`src/rtl/alu_arbiter_if.sv`:
```
// rtl/alu_arbiter_if.sv - requester/response handshake bundle between two clients and the ALU arbiter
interface alu_arbiter_if #(
    parameter int WIDTH = 32,
    parameter int OPW   = 5
);
    logic             req0_valid;
    logic             req0_ready;
    logic [WIDTH-1:0] req0_a;
    logic [WIDTH-1:0] req0_b;
    logic [OPW-1:0]   req0_op;
    logic             req1_valid;
    logic             req1_ready;
    logic [WIDTH-1:0] req1_a;
    logic [WIDTH-1:0] req1_b;
    logic [OPW-1:0]   req1_op;
    logic             rsp0_valid;
    logic             rsp0_ready;
    logic             rsp1_valid;
    logic             rsp1_ready;
    logic [WIDTH-1:0] rsp_data;
    logic             rsp_err;

    modport master (
        output req0_valid, req0_a, req0_b, req0_op,
        output req1_valid, req1_a, req1_b, req1_op,
        output rsp0_ready, rsp1_ready,
        input  req0_ready, req1_ready,
        input  rsp0_valid, rsp1_valid, rsp_data, rsp_err
    );

    modport slave (
        input  req0_valid, req0_a, req0_b, req0_op,
        input  req1_valid, req1_a, req1_b, req1_op,
        input  rsp0_ready, rsp1_ready,
        output req0_ready, req1_ready,
        output rsp0_valid, rsp1_valid, rsp_data, rsp_err
    );
endinterface

```
`src/rtl/alu_arbiter.sv`:
```
// rtl/alu_arbiter.sv - round-robin arbiter sharing one combinational ALU between two requesters
module alu_arbiter #(
    parameter int WIDTH = 32,
    parameter int OPW   = 5,
    parameter int NOPS  = 7
) (
    input  logic             clk,
    input  logic             rst,
    alu_arbiter_if.slave     bus,
    output logic [WIDTH-1:0] alu_a,
    output logic [WIDTH-1:0] alu_b,
    output logic [OPW-1:0]   alu_op,
    input  logic [WIDTH-1:0] alu_out,
    output logic [15:0]      ops_done
);
    typedef enum logic [1:0] {IDLE, EXEC, RESP} state_t;

    localparam logic [OPW-1:0] OP_NOP   = '0;
    localparam logic [OPW-1:0] OP_LIMIT = OPW'(NOPS);

    state_t           state, state_n;
    logic             prio;
    logic             grant;
    logic             rsp0_valid_q, rsp1_valid_q;
    logic [WIDTH-1:0] rsp_data_q;
    logic             rsp_err_q;

    logic             any_valid;
    logic             winner;
    logic             accept;
    logic             rsp_hs;

    // Requester prio wins only a tie; a lone valid always wins.
    always_comb begin
        any_valid = bus.req0_valid | bus.req1_valid;
        if (bus.req0_valid && bus.req1_valid)
            winner = prio;
        else
            winner = bus.req1_valid;
        accept = (state == IDLE) && any_valid;
        rsp_hs = (state == RESP) && (grant ? bus.rsp1_ready : bus.rsp0_ready);
    end

    always_ff @(posedge clk) begin
        if (rst)
            state <= IDLE;
        else
            state <= state_n;
    end

    always_comb begin
        state_n = state;
        case (state)
            IDLE:    if (accept) state_n = EXEC;
            EXEC:    state_n = RESP;
            RESP:    if (rsp_hs) state_n = IDLE;
            default: state_n = IDLE;
        endcase
    end

    always_comb begin
        bus.req0_ready = accept && !winner;
        bus.req1_ready = accept && winner;
        bus.rsp0_valid = rsp0_valid_q;
        bus.rsp1_valid = rsp1_valid_q;
        bus.rsp_data   = rsp_data_q;
        bus.rsp_err    = rsp_err_q;
    end

    always_ff @(posedge clk) begin
        if (rst) begin
            alu_a        <= '0;
            alu_b        <= '0;
            alu_op       <= OP_NOP;
            grant        <= 1'b0;
            prio         <= 1'b0;
            rsp0_valid_q <= 1'b0;
            rsp1_valid_q <= 1'b0;
            rsp_data_q   <= '0;
            rsp_err_q    <= 1'b0;
            ops_done     <= '0;
        end else begin
            case (state)
                IDLE: begin
                    if (accept) begin
                        alu_a  <= winner ? bus.req1_a  : bus.req0_a;
                        alu_b  <= winner ? bus.req1_b  : bus.req0_b;
                        alu_op <= winner ? bus.req1_op : bus.req0_op;
                        grant  <= winner;
                    end
                end
                EXEC: begin
                    // NOP and illegal opcodes never expose whatever the ALU drives.
                    if (alu_op == OP_NOP) begin
                        rsp_data_q <= '0;
                        rsp_err_q  <= 1'b0;
                    end else if (alu_op >= OP_LIMIT) begin
                        rsp_data_q <= '0;
                        rsp_err_q  <= 1'b1;
                    end else begin
                        rsp_data_q <= alu_out;
                        rsp_err_q  <= 1'b0;
                    end
                    alu_op       <= OP_NOP;
                    rsp0_valid_q <= !grant;
                    rsp1_valid_q <= grant;
                end
                RESP: begin
                    if (rsp_hs) begin
                        rsp0_valid_q <= 1'b0;
                        rsp1_valid_q <= 1'b0;
                        ops_done     <= ops_done + 16'd1;
                        prio         <= ~grant;
                    end
                end
                default: ;
            endcase
        end
    end
endmodule
```
`src/flat_wrapper.sv`:
```
// flat-port wrapper written by rule: the top's interface ports become plain ports
module alu_arbiter_flat 
#(
    parameter int WIDTH = 32,
    parameter int OPW   = 5,
    parameter int NOPS  = 7
)
  (clk, rst, alu_a, alu_b, alu_op, alu_out, ops_done, bus_req0_valid, bus_req0_a, bus_req0_b, bus_req0_op, bus_req1_valid, bus_req1_a, bus_req1_b, bus_req1_op, bus_rsp0_ready, bus_rsp1_ready, bus_req0_ready, bus_req1_ready, bus_rsp0_valid, bus_rsp1_valid, bus_rsp_data, bus_rsp_err);
  alu_arbiter_if #(.WIDTH(WIDTH), .OPW(OPW)) bus_i ();
  input  logic clk;
  input  logic rst;
  output logic [WIDTH-1:0] alu_a;
  output logic [WIDTH-1:0] alu_b;
  output logic [OPW-1:0] alu_op;
  input  logic [WIDTH-1:0] alu_out;
  output logic [15:0] ops_done;
  input wire logic [$bits(bus_i.req0_valid)-1:0] bus_req0_valid;
  input wire logic [$bits(bus_i.req0_a)-1:0] bus_req0_a;
  input wire logic [$bits(bus_i.req0_b)-1:0] bus_req0_b;
  input wire logic [$bits(bus_i.req0_op)-1:0] bus_req0_op;
  input wire logic [$bits(bus_i.req1_valid)-1:0] bus_req1_valid;
  input wire logic [$bits(bus_i.req1_a)-1:0] bus_req1_a;
  input wire logic [$bits(bus_i.req1_b)-1:0] bus_req1_b;
  input wire logic [$bits(bus_i.req1_op)-1:0] bus_req1_op;
  input wire logic [$bits(bus_i.rsp0_ready)-1:0] bus_rsp0_ready;
  input wire logic [$bits(bus_i.rsp1_ready)-1:0] bus_rsp1_ready;
  output wire logic [$bits(bus_i.req0_ready)-1:0] bus_req0_ready;
  output wire logic [$bits(bus_i.req1_ready)-1:0] bus_req1_ready;
  output wire logic [$bits(bus_i.rsp0_valid)-1:0] bus_rsp0_valid;
  output wire logic [$bits(bus_i.rsp1_valid)-1:0] bus_rsp1_valid;
  output wire logic [$bits(bus_i.rsp_data)-1:0] bus_rsp_data;
  output wire logic [$bits(bus_i.rsp_err)-1:0] bus_rsp_err;
  assign bus_i.req0_valid = bus_req0_valid;
  assign bus_i.req0_a = bus_req0_a;
  assign bus_i.req0_b = bus_req0_b;
  assign bus_i.req0_op = bus_req0_op;
  assign bus_i.req1_valid = bus_req1_valid;
  assign bus_i.req1_a = bus_req1_a;
  assign bus_i.req1_b = bus_req1_b;
  assign bus_i.req1_op = bus_req1_op;
  assign bus_i.rsp0_ready = bus_rsp0_ready;
  assign bus_i.rsp1_ready = bus_rsp1_ready;
  assign bus_req0_ready = bus_i.req0_ready;
  assign bus_req1_ready = bus_i.req1_ready;
  assign bus_rsp0_valid = bus_i.rsp0_valid;
  assign bus_rsp1_valid = bus_i.rsp1_valid;
  assign bus_rsp_data = bus_i.rsp_data;
  assign bus_rsp_err = bus_i.rsp_err;
  alu_arbiter #(.WIDTH(WIDTH), .OPW(OPW), .NOPS(NOPS)) u_core (.clk(clk), .rst(rst), .bus(bus_i), .alu_a(alu_a), .alu_b(alu_b), .alu_op(alu_op), .alu_out(alu_out), .ops_done(ops_done));
endmodule
```
`config.mk`:
```
export PLATFORM = sky130hd
export DESIGN_NAME = alu_arbiter_flat
export DESIGN_NICKNAME = d
export VERILOG_FILES = /design/src/rtl/alu_arbiter_if.sv /design/src/rtl/alu_arbiter.sv /design/src/flat_wrapper.sv
export SDC_FILE = /design/constraint.sdc
export NUM_CORES = 1
export LEC_CHECK = 0
export CORE_ASPECT_RATIO = 0.5
export CORE_MARGIN = 1.5
export CORE_UTILIZATION = 39
export CTS_CLUSTER_DIAMETER = 100
export DETAILED_ROUTE_END_ITERATION = 12
export GPL_TIMING_DRIVEN = 1
export MAX_ROUTING_LAYER = met4
export PLACE_DENSITY = 0.92
export SKIP_CTS_REPAIR_TIMING = 1
export SYNTH_ARGS = -nofsm -noshare
export SYNTH_HDL_FRONTEND = slang
export SYNTH_SLANG_ARGS = --single-unit
export TNS_END_PERCENT = 5
```
`constraint.sdc`:
```
create_clock -name clk -period 2.7 [get_ports clk]
set_clock_uncertainty 0.15 [all_clocks]
set_input_delay 0.405 -clock clk [delete_from_list [all_inputs] [get_ports clk]]
set_output_delay 0.405 -clock clk [all_outputs]
set_load 0.1 [all_outputs]
```
* Word level (Yosys, flattened, before mapping)
Index checks and enable logic that the tools add are counted.
Cells by class: add/subtract/negate cells 1, magnitude comparators 1, equality and inequality tests 4, mux-type cells 17, bitwise operators 2, reduce and logical (&&, ||, !) cells 16
Operator list (number):
- two-way mux 32 bit | 4
- adder 16 x 1 -> 16 bit, second input constant | 1
- two-way mux 5 bit | 2
- case mux 5 bit (2 select lines) | 1
- AND reduction 2 bit | 5
- case mux 2 bit (3 select lines) | 1
- >= comparator 5 x 3 -> 1 bit, second input constant | 1
- logical AND 1 bit | 5
- zero test 5 bit | 1
- two-way mux 1 bit | 5
- two-way mux 2 bit | 2
- inequality test 2 x 1 -> 1 bit, second input constant | 2
- case mux 1 bit (2 select lines) | 2
- nonzero test 2 bit | 2
- equality test 2 x 1 -> 1 bit, second input constant | 1
- equality test 2 bit, second input constant | 1
- zero test 1 bit | 2
- zero test 2 bit | 1
- inverter 1 bit | 1
- OR 1 bit | 1
Storage, ports and cells: bits in registers 124, input port bits 176, output and inout port bits 122, logic and storage cells 52

* Longest topological paths before layout
depth in word-level cells 5, depth in mapped cells 6, mapped depth without buffers 5

* Worst setup path before layout
Ideal clock, no wire load.
path kind flip-flop to flip-flop, start register u_core.ops_done[0], end register u_core.ops_done[14], library setup time 0.070 ns, arrival time 2.121 ns, required time 2.480 ns, setup slack 0.359 ns, cell stages (with the launch flop) 6, buffers on the path 0, clock period less this slack 2.341 ns, path through dfxtp_1 -> ha_1 -> and4b_1 -> nand4_1 -> or3_1 -> a21oi_1
Between the ends: word-level cells in the longest chain between the ends 1
RTL lines:
- start, declared | RTL line alu_arbiter.sv:14 | output logic [15:0] ops_done
- start signal, assigned | RTL line alu_arbiter.sv:112 | ops_done <= ops_done + 16'd1;
- adder 16 x 1 -> 16 bit | RTL line alu_arbiter.sv:112
No other way between the ends. A chain may end at the register's enable or synchronous reset.

* Worst setup path in the final report
start register u_core.state[1], end output bus_req0_ready
Between the ends: word-level cells in the longest chain between the ends 3
RTL lines:
- start, declared | RTL line alu_arbiter.sv:21 | state_t state, state_n;
- start signal, assigned | RTL line alu_arbiter.sv:48 | state <= state_n;
- zero test 2 bit | RTL line alu_arbiter.sv:40 | accept = (state == IDLE) && any_valid;
- logical AND 1 bit | RTL line alu_arbiter.sv:40
- logical AND 1 bit | RTL line alu_arbiter.sv:62 | bus.req0_ready = accept && !winner;
- end, declared | RTL line flat_wrapper.sv:27 | output wire logic [$bits(bus_i.req0_ready)-1:0] bus_req0_ready;
No other way between the ends.

==> results.md <==
- Status: finished clean
- Seq/Total Area, Yosys: 53.7%
- Worst-margin pin slew: 0.453 ns
- Top post-synthesis cells by area: dfxtp_1 (54%), a222oi_1 (14%), nor2_1 (9.0%)
- R2r startpoint: u_core.state[1]
- Synth area leader: dfxtp_1
- R2R Setup Slk: 0.82 ns
- Die Ht: 80.0 um
- CTS H-tree lvls: 4
- Min Tclk post-route: 2.29 ns
- Hold_ws: 0.285 ns
- Synth Instances: 470
- Mapped cell area: 4630 um2
- Worst VDD drop: 479 uV
- # setup viols final: 0
- Yosys Warn Count: 0
- CTS clk-pin slew, worst paths: 0.06 ns
- CTS Root Cell: clkbuf_16
- Highest metal used: met4
- Syn Nets: 647
- Hold wc startpoint: rst
- Yosys top cell area share: 53.7%
- CTS Buffer Depth: 2
- Chip width: 157 um
- Via count: 5082
- R2R depth: 5
- WL/cell: 18.1 um
- Ant. Diodes: 0
- Initial antenna violation count: 0
- Final Cycle Share: 85.0%
- Io pins: 298
- Startpoint Class: register
- Maximum fanout along the worst path: 39
- Largest net degree at the start of global routing: 56
- WL final: 16700 um
- Final hold viol count: 0
- Initial DRC Count: 643
- Cell variety after synth: 35
- Global-route wire length before repair: 25200 um
- HPWL after DPL: 11800 um
- Sequential cell area: 2480 um2
- Tot GR Track Use: 26.4%
- Fillcell total: 823
- Pwr/cell area: 793 nW/um2
- Leakage Power: 3.27 nW
- CTS Buf Count: 17
- Total gr overflow: 0
- Layout Utilization: 71.0%
- Core Rows: 27
- Number of remaining DRC errors: 0
- Post-route ant nets: 0
- Hold WC Path Type: in2reg
- Req. time, crit path: 2.14 ns
- Hold Crit Depth: 2
- RSZ-0062 raised after global routing: no
- Met3 routed WL: 1020 um
- Post-synthesis sequential element count: 124
- Slew HR: 69.8%
- Met1 Wirelength: 6550 um
- Fraction of layout cells with a size suffix above 1: 22.7%
- Port Buffers: 297
- Clock Latency Late Sink: 0.40 ns
- DRT Pass-1 Iters: 9
- Crit path kind: reg2out
- Avg Cell Area, Syn: 9.84 um2
- Total Neg Setup Slack: 0 ns
- Die area: 12600 um2
- Arrival @ worst endpoint: 1.74 ns
- Fin. max-slew vios: 0
- DR WL met2: 8590 um
- CTS tree: yes
- Initial Util: 41.0%
- Core area: 11300 um2
- Total clock sinks: 124
- Reg2reg end: u_core.alu_b[0]
- Crit path capture type: primary output
- Worst Hold Path EP: u_core.bus.rsp_data[4]
- Maxcap violations: 0
- Area occupied by multi-input gates: 1900 um2
- Placer Congestion: 0.883
- Avg Vias per Cell: 5.51
- Max Clock Freq: 436 MHz
- Final #Nets: 927
- Area Overhead vs Synth: 73.2%
- Vias in the first global route: 4915
[metal layers]
metal / vias to the layer above / GRT usage (%)
li1: 2358 / -
met1: 2435 / 30.6
met2: 238 / 44.9
met3: 51 / 5.10
met4: 0 / 12.1
met5: - / -
[cell usage in the layout (no fill, tap or decap), types with 8 or more instances in the layout]
master,count
buf_4,130
nor2_1,111
clkbuf_16,17
a222oi_1,64
a22oi_1,32
nand2_1,14
xor2_1,8
dfxtp_1,124
a21oi_1,14
clkdlybuf4s50_1,174
[synthesized netlist by cell type (all sizes together)]
| master | number |
|---|---|
| nand4 | 6 |
| dfxtp | 124 |
| a21oi | 14 |
| nand2b | 3 |
| a222oi | 64 |
| and3 | 5 |
| xnor2 | 1 |
| nand2 | 14 |
| and4b | 1 |
| a32oi | 5 |
| clkbuf | 27 |
| o311a | 1 |
| a311oi | 1 |
| nor2b | 2 |
| a22oi | 32 |
| a31oi | 1 |
| a211oi | 2 |
| and4 | 2 |
| ha | 1 |
| and2 | 1 |
| nand3 | 6 |
| inv | 1 |
| and2b | 1 |
| o21ai | 8 |
| buf | 20 |
| or3 | 6 |
| mux2 | 1 |
| nor2 | 111 |
| a2bb2oi | 1 |
| xor2 | 8 |
[stage by stage]
| stage | worst slack, ns | power (mW) | area (um2) | std cells |
|---|---|---|---|---|
| floorplan | 0.359 | 3.38 | 4630 | 470 |
| global placement | 0.492 | 3.92 | 7380 | 890 |
| detailed placement | 0.438 | 3.94 | 7380 | 890 |
| CTS | 0.404 | 6.39 | 8020 | 922 |
| global route | 0.339 | 6.57 | 8020 | 922 |
| finish | 0.405 | 6.36 | 8020 | 922 |
[how the worst max path moves through the flow]
stage,from,endpoint,slack (ns),cells after the start
2_1_floorplan,u_core.ops_done[0],u_core.ops_done[14],0.36,5
3_3_place_gp,bus_req1_valid,u_core.alu_a[10],0.49,6
3_5_place_dp,bus_req1_valid,u_core.alu_a[16],0.44,6
4_1_cts,u_core.state[1],bus_req0_ready,0.40,4
5_1_grt,u_core.state[0],bus_req0_ready,0.34,4
6_report,u_core.state[1],bus_req0_ready,0.41,4
[registers in the layout (all words and copies together) (netlist names), 2 cells and up]
register,flops
u_core.alu_a,32
u_core.alu_b,32
u_core.alu_op,5
u_core.bus.rsp_data,32
u_core.ops_done,16
u_core.state,2
[report_power, final]
part / total, mW / internal, mW / switching [mW]
sequential: 2.05 / 1.96 / 0.0875
clock: 2.44 / 1.56 / 0.876
combinational: 1.87 / 0.570 / 1.30
total: 6.36 / 4.10 / 2.26
[cell type report]
class	count	share of cell area [%]
clock buffers	17	5.31
inverters	1	0.0468
flip-flops and latches	124	31.0
repair buffers	308	34.9
clock inverters	15	2.62
multi-input cells	298	23.7
well taps	159	2.48
[worst max-delay path: stages, from the launching register on]
cell,delay (ns)
dfxtp_1,0.35
nor2_1,0.28
and3_2,0.29
buf_12,0.21
buf_12,0.20
[cells by family after synthesis]
| group | synth area share [%] |
|---|---|
| compound gates | 23.4 |
| xor+xnor | 1.70 |
| fa+ha+maj | 0.270 |
| buf+inv | 5.65 |
| flops | 53.7 |
| mux | 0.324 |
| simple gates | 15.0 |
(Power assumes the default switching activity.)
